$ cat src/rtl/sr_input_conditioner_pkg.sv
// sr_input_conditioner_pkg: shared arbiter states, default parameters and counter sizing
package sr_input_conditioner_pkg;
  typedef enum logic [1:0] {IDLE, SET, CLR} state_t;
  localparam int DEF_DEBOUNCE_CYCLES = 1000000;
  localparam int DEF_SYNC_STAGES = 2;
  function automatic int cnt_width(input int n);
    return (n > 1) ? $clog2(n) : 1;
  endfunction
endpackage

$ cat src/rtl/sr_input_conditioner_debounce_channel.sv
// debounce_channel: synchronizes one raw button and accepts a change only after a stable run
module debounce_channel
  import sr_input_conditioner_pkg::*;
#(
  parameter int DEBOUNCE_CYCLES = DEF_DEBOUNCE_CYCLES,
  parameter int SYNC_STAGES = DEF_SYNC_STAGES
) (
  input  logic clk,
  input  logic rst,
  input  logic btn,
  output logic state
);
  localparam int CW = cnt_width(DEBOUNCE_CYCLES);
  localparam logic [CW-1:0] LAST = CW'(DEBOUNCE_CYCLES - 1);
  logic [SYNC_STAGES-1:0] sync;
  logic [CW-1:0] cnt;
  logic sample;
  assign sample = sync[SYNC_STAGES-1];
  // shift the raw button in, count differing samples, toggle on the last one; any bounce restarts the count
  always_ff @(posedge clk) begin
    if (rst) begin
      sync <= '0;
      cnt <= '0;
      state <= 1'b0;
    end else begin
      sync <= SYNC_STAGES'({sync, btn});
      if (sample == state) cnt <= '0;
      else if (cnt == LAST) begin
        state <= ~state;
        cnt <= '0;
      end else cnt <= cnt + 1'b1;
    end
  end
endmodule

$ cat src/rtl/sr_input_conditioner.sv
// sr_input_conditioner: debounced pushbuttons arbitrated into safe active-low S/R latch drives
module sr_input_conditioner
  import sr_input_conditioner_pkg::*;
#(
  parameter int DEBOUNCE_CYCLES = DEF_DEBOUNCE_CYCLES,
  parameter int SYNC_STAGES = DEF_SYNC_STAGES
) (
  input  logic clk,
  input  logic rst,
  input  logic btn_s,
  input  logic btn_r,
  input  logic Q_1,
  output logic S,
  output logic R,
  output logic Q_0,
  output logic conflict
);
  logic db_s, db_r, both_q;
  state_t state, state_n;
  debounce_channel #(.DEBOUNCE_CYCLES(DEBOUNCE_CYCLES), .SYNC_STAGES(SYNC_STAGES)) u_set (
    .clk(clk), .rst(rst), .btn(btn_s), .state(db_s)
  );
  debounce_channel #(.DEBOUNCE_CYCLES(DEBOUNCE_CYCLES), .SYNC_STAGES(SYNC_STAGES)) u_clr (
    .clk(clk), .rst(rst), .btn(btn_r), .state(db_r)
  );
  // first-pressed wins; a simultaneous press leaves the arbiter idle
  always_comb begin
    state_n = state == IDLE ? ((db_s && !db_r) ? SET : (db_r && !db_s) ? CLR : IDLE)
            : state == SET  ? (db_s ? SET : IDLE)
            : state == CLR  ? (db_r ? CLR : IDLE)
            : IDLE;
  end
  // S/R decoded from the next state into flops, so only one can ever be low
  always_ff @(posedge clk) begin
    if (rst) begin
      state <= IDLE;
      S <= 1'b1;
      R <= 1'b1;
      Q_0 <= 1'b0;
      both_q <= 1'b0;
      conflict <= 1'b0;
    end else begin
      state <= state_n;
      S <= state_n != SET;
      R <= state_n != CLR;
      Q_0 <= Q_1;
      both_q <= db_s & db_r;
      conflict <= db_s & db_r & ~both_q;
    end
  end
endmodule

$ cat config.mk
export PLATFORM = sky130hd
export DESIGN_NAME = sr_input_conditioner
export DESIGN_NICKNAME = d
export VERILOG_FILES = /design/src/rtl/sr_input_conditioner_pkg.sv /design/src/rtl/sr_input_conditioner_debounce_channel.sv /design/src/rtl/sr_input_conditioner.sv
export SDC_FILE = /design/constraint.sdc
export NUM_CORES = 1
export LEC_CHECK = 0
export CORE_MARGIN = 8
export CORE_UTILIZATION = 25
export CTS_BUF_LIST = sky130_fd_sc_hd__clkbuf_8
export CTS_CLUSTER_SIZE = 30
export DETAILED_ROUTE_END_ITERATION = 7
export PLACE_DENSITY_LB_ADDON = 0.12
export SETUP_SLACK_MARGIN = 0.5
export SKIP_CTS_REPAIR_TIMING = 1
export SLEW_MARGIN = 10
export SYNTH_ARGS = -nofsm -noshare
export SYNTH_HDL_FRONTEND = slang
export SYNTH_SLANG_ARGS = --single-unit
$ cat constraint.sdc
create_clock -name clk -period 2.52 [get_ports clk]
set_input_delay 0.504 -clock clk [delete_from_list [all_inputs] [get_ports clk]]
set_output_delay 0.504 -clock clk [all_outputs]
set_load 0.02 [all_outputs]
==> results_dict.tcl, run 1 <==
set metrics [dict create \
    grt_max_degree 20 \
    cp_top_family "simple AND/OR/NAND/NOR gates" \
    cts_max_level 2 \
    power.net_switching_uw 290 \
    p_total_uw 1360 \
    insertion_delay_ps 300 \
    power_density_mw_per_mm2 525 \
    cts_buffer_depth 2 \
    period_share_pct 76.1 \
    path_clk_slew_ps 100 \
    drive_gt1_share_pct 7.95 \
    gp_routability_congestion 0.712 \
    end_kind "register" \
    gr-usage-all-layers_pct 7.44 \
    final_hold_viol_count 0 \
    critPathMaxStageDelay_ps 550 \
    intPower_uw 1070 \
    grt_pass1_vias 1624 \
    ys_top_cells_by_area "dfxtp_1 46%, xnor2_1 9.6%, nor2_1 7.2%" \
    critPathLaunchType "register" \
    cts.sinks 53 \
    syn_to_final_growth_pct 13.7 \
    cp_slowest_cell "or4_4" \
    wl_per_cell_um 11.7 \
    crit_fanout 7 \
    yosys.area.top_type "dfxtp_1" \
    tightestPinTransition_ps 403 \
    syn_avg_cell_area_sq_um 9.03 \
    path_depth 5 \
    antenna_found_initial 0 \
    design_area_sq_mm 0.00260 \
    overflow 0 \
    arrival_ps 2160 \
    dieArea_sq_mm 0.0125 \
    yosysSeqAreaShare_pct 46.4 \
    portBuffers 8 \
    synth_warnings 0 \
    power_frac_clock_pct 36.2 \
    hp-start "both_q" \
    rows 35 \
    p_seq_share_pct 61.9 \
    routed_wl_um 4390 \
    ioPinCount 9 \
    rrSetupSlack_ps 600 \
    maxCapViolCount 0 \
    core_area_sq_mm 0.00906 \
    holdPathStages 1 \
    rsz0062_at_grt "false" \
    clock_skew_ps 15.0 \
    ir_drop_uv 185 \
    period_needed_ps 1920 \
    synthCells 253 \
    fin_nets 271 \
    cts_tree "yes" \
    n_antenna_cell 0 \
    syn_area_sq_mm 0.00228 \
    n_fill_cell 959 \
    die_h_um 112 \
    totalNegativeSetupSlack_ps 0 \
    hold_path.class "register to register" \
    leakage_uw 0.000725 \
    avgViaCountPerCell 4.53 \
    setup_violations 0 \
    status "complete, no violations" \
    synthesis.nets 260 \
    whs_endpoint "conflict" \
    hpwlAfterDp_um 3060 \
    path_cells "ha_2 > nand4_4 > or4_4 > or4b_1 > o21ai_1" \
    cts_buffers 5 \
    comb_power_share_pct 1.9 \
    seq_area_sq_mm 0.00106 \
    clock-root-buffer "clkbuf_8" \
    ys_types 33 \
    dr.pass1.iters 4 \
    worst-r2r-cell-count 5 \
    yosysTopAreaCellShare_pct 46.4 \
    postRouteAntennaNets 0 \
    reg2reg_from "u_clr.cnt[0]" \
    grt_pass1_wl_um 7660 \
    switching_share_pct 21.3 \
    drc 0 \
    ys_ff_latch 53 \
    fmax_mhz 522 \
    slew_headroom_pct 72.9 \
    start_util_pct 25.2 \
    vias 1700 \
    drv_slew 0 \
    place_area_sq_mm 0.00250 \
    drtIter0Drc 48 \
    die_x_um 112 \
    crit_required_ps 2760 \
    timing.rr.end "u_clr.state" \
    critPathBufInv 0 \
    critPathKind "register to register" \
    multi_input_area_sq_mm 0.00117 \
]
==> logic make-up after synthesis <==
family / synth area share [%]
AO/OA/AOI/OAI: 3.01
AND/OR/NAND/NOR: 33.2
adder cells (fa/ha/maj): 1.10
XOR/XNOR: 12.3
flip-flops: 46.4
buffers and inverters: 2.63
multiplexers: 1.31
==> cell usage in the layout, fill, tap and decap left out, types with 4 or more instances in the layout <==
master and count:
a21oi_1 4, clkbuf_8 6, clkdlybuf4s50_1 8, dfxtp_1 51
inv_1 8, nand2_1 10, nand2b_1 4, nand3_1 15
nand4_1 13, nor2_1 44, nor2b_1 9, nor3_1 10
nor4_1 11, nor4b_1 4, xnor2_1 25, xor2_1 7
==> worst register-to-register path: cells and delay by family (launching register included) <==
kind	cells	cell delay, ps
AOI/OAI and AO/OA	1	80
and+or+nand+nor	3	1180
DFF	1	370
adders and majority gates	1	230
==> synthesized netlist by cell type, drive strengths merged <==
library cell	n
nand2	10
dfxtp	53
buf	2
xor2	7
or4	2
nor2b	9
o21ai	6
nand4	15
mux2i	3
xnor2	25
or4b	2
nor3b	1
a31oi	1
inv	8
or3b	1
ha	2
nand3	15
o221ai	1
nor2	44
nor3	10
or3	3
a21oi	4
nor4b	4
nor4	13
and4	3
clkbuf	5
nand2b	4
==> worst max-delay path by stage <==
stage	start	end	slack (ps)
final	u_clr.cnt[0]	u_clr.state	600
after global routing	u_clr.cnt[0]	u_clr.state	510
after CTS	u_clr.cnt[0]	u_clr.state	530
after detailed placement	rst	u_set.state	520
after global placement	rst	u_set.state	560
after floorplan	u_clr.cnt[0]	u_clr.cnt[10]	630
==> sequential cells by signal, indices dropped and copies added (netlist names) <==
register     cells
u_clr.cnt       20
u_set.cnt       20
state            2
u_clr.sync       2
u_set.sync       2
Q_0              1
R                1
S                1
both_q           1
conflict         1
u_clr.state      1
u_set.state      1
==> per-stage QoR <==
stage	instances	hold slack (ps)	utilization [%]	setup slack, ps
final	375	406	28.7	603
after global routing	375	437	28.7	515
after CTS	375	412	28.5	525
after detailed placement	368	393	27.5	521
after global placement	368	397	27.5	564
after floorplan	253	375	-	633
==> power by group through the flow <==
| stage | Combinational (uW) | Sequential (uW) | Clock (uW) |
|---|---|---|---|
| after floorplan | 11.9 | 864 | 0 |
| after global placement | 26.5 | 863 | 0 |
| after detailed placement | 26.4 | 863 | 0 |
| after CTS | 26.5 | 844 | 526 |
| after global routing | 28.8 | 845 | 555 |
| final | 25.6 | 844 | 493 |
==> metal layers <==
| metal | global-route usage [%] | up-vias | wire, um |
|---|---|---|---|
| li1 | - | 905 | - |
| met1 | 9.65 | 776 | 2340 |
| met2 | 11.2 | 17 | 1890 |
| met3 | 2.38 | 2 | 117 |
| met4 | 2.73 | 0 | 38 |
| met5 | 0 | - | 0 |
==> area by class of cell <==
class	count	share of cell area, %
multi-input cells	185	45.1
well taps	111	5.35
clock buffers	6	3.18
clock inverters	1	0.289
inverters	8	1.16
repair buffers	11	3.95
flip-flops and latches	53	40.9
Note: power is estimated with default switching activity, not from simulation.
==> run 2: changes to the inputs <==
- clock period: 2.52 -> 1.71 ns (I/O delays scaled with it)
==> results_dict.tcl, run 2 (synthesis gave the netlist of run 1 again) <==
set metrics [dict create \
    status "finished with violations" \
    violations "setup timing" \
    path_clk_slew_ps 110 \
    final_common_cell "buf_4" \
    antenna_found_initial 0 \
    cts_tree "yes" \
    period_needed_ps 1760 \
    postRouteAntennaNets 0 \
    fmax_mhz 570 \
    timing.rr.end "u_clr.state" \
    cts_max_level 2 \
    path_cells "or3b_1 > or4_4 > or4b_1 > o21ai_1" \
    cts.sinks 53 \
    syn_to_final_growth_pct 41.9 \
    die_h_um 112 \
    portBuffers 8 \
    p_seq_share_pct 57.0 \
    critPathBufInv 0 \
    vias 1891 \
    clock_skew_ps 13.9 \
    gp_routability_congestion 0.706 \
    drc 0 \
    comb_power_share_pct 2.3 \
    layout_setup_ws_ps -45.5 \
    start_util_pct 25.2 \
    ir_drop_uv 305 \
    drtIter0Drc 51 \
    maxCapViolCount 0 \
    core_area_sq_mm 0.00906 \
    power_density_mw_per_mm2 668 \
    leakage_uw 0.00106 \
    whs_endpoint "conflict" \
    intPower_uw 1700 \
    final_util_pct 35.8 \
    routed_wl_um 5070 \
    hp-start "both_q" \
    critPathKind "register to register" \
    grt_pass1_vias 1768 \
    holdPathStages 1 \
    wl_per_cell_um 12.1 \
    dieArea_sq_mm 0.0125 \
    period_share_pct 103 \
    rsz0062_at_grt "true" \
    dr.pass1.iters 6 \
    setup_violations 1 \
    cts_buffer_depth 2 \
    critPathLaunchType "register" \
    ioPinCount 9 \
    cts_buffers 5 \
    critPathMaxStageDelay_ps 470 \
    reg.largest.list "u_clr.cnt: 20 flops, u_set.cnt: 20 flops" \
    power_frac_clock_pct 40.7 \
    arrival_ps 2000 \
    insertion_delay_ps 310 \
    drive_gt1_share_pct 36.4 \
    hpwlAfterDp_um 3660 \
    drv_slew 0 \
    tightestPinTransition_ps 358 \
    crit_fanout 3 \
    hold_path.class "register to register" \
    rrSetupSlack_ps -50 \
    grt_pass1_wl_um 8600 \
    end_kind "register" \
    cp_top_family "simple AND/OR/NAND/NOR gates" \
    rows 35 \
    avgViaCountPerCell 4.51 \
    final_hold_viol_count 0 \
    clock-root-buffer "clkbuf_8" \
    n_fill_cell 909 \
    die_x_um 112 \
    overflow 0 \
    mostFrequentLayoutCells "43 x buf_4, 38 x dfxtp_1, 31 x nor2_1" \
    grt_max_degree 20 \
    reg2reg_from "u_clr.cnt[13]" \
    slew_headroom_pct 75.9 \
    worst-r2r-cell-count 4 \
    gr-usage-all-layers_pct 8.21 \
    power.net_switching_uw 464 \
    switching_share_pct 21.4 \
    n_antenna_cell 0 \
    hold_ws_ps 397 \
    fin_nets 314 \
    crit_required_ps 1960 \
    cp_slowest_cell "or4b_1" \
]
## run 2: changes by cell type in the layout (fill, tap and decap cells not counted), sizes merged
cell,before,now
clkdlybuf4s50,8,3
dlymetal6s2s,0,1
buf,3,46
inv,8,9
bufinv,0,1
clkbuf,6,9
## run 2: how the worst max path moves through the flow
stage | slack [ps] | startpoint | cells after the start | to
global route | -110 | u_clr.cnt[19] | 4 | u_clr.state
finish | -50 | u_clr.cnt[13] | 4 | u_clr.state
CTS | -60 | u_clr.cnt[19] | 4 | u_clr.state
floorplan | -40 | u_clr.cnt[1] | 5 | u_clr.state
detailed placement | -10 | u_clr.cnt[19] | 4 | u_clr.state
global placement | -30 | u_clr.cnt[10] | 4 | u_clr.state
## run 2: per-layer routing
| layer | GRT usage, % | vias to the layer above | wire, um |
|---|---|---|---|
| met5 | 0 | - | 0 |
| met4 | 2.73 | 0 | 55 |
| met3 | 1.73 | 5 | 85 |
| met2 | 12.5 | 14 | 2270 |
| met1 | 11.2 | 886 | 2660 |
| li1 | - | 986 | - |
## run 2: cell type report
class                           instances  area (sq um)  share of cell area (%)
Clock buffer                            5          68.8                    2.12
Multi-Input combinational cell        185          1420                    43.9
Tap cell                              111           139                    4.28
Clock inverter                          3          48.8                    1.50
Inverter                                8          30.0                   0.926
Sequential cell                        53          1100                    33.8
Timing Repair Buffer                   54           437                    13.5
## run 2: power by group through the flow
stage	registers, uW	logic (uW)	clock network [uW]
after detailed placement	1270	47.8	0
after global placement	1270	47.6	0
after floorplan	1270	20.0	0
after CTS	1240	47.9	939
final	1230	49.9	882
after global routing	1240	55.6	977
## run 2: stage by stage
step | instance area [sq um] | cells | setup TNS [ps] | total power [uW] | worst slack [ps]
2_1_floorplan | 2390 | 253 | -293 | 1290 | -43.2
3_3_place_gp | 2880 | 406 | -27.5 | 1320 | -27.5
3_5_place_dp | 2880 | 406 | -12.4 | 1320 | -12.4
4_1_cts | 2990 | 414 | -63.3 | 2230 | -63.3
5_1_grt | 3240 | 419 | -689 | 2270 | -113
6_report | 3240 | 419 | -45.5 | 2170 | -45.5
## run 2: worst register-to-register path, cell delays in order, from the launching register on
cell and delay (ps):
dfxtp_1 320, or3b_1 380, or4_4 440, or4b_1 470
o21ai_1 90
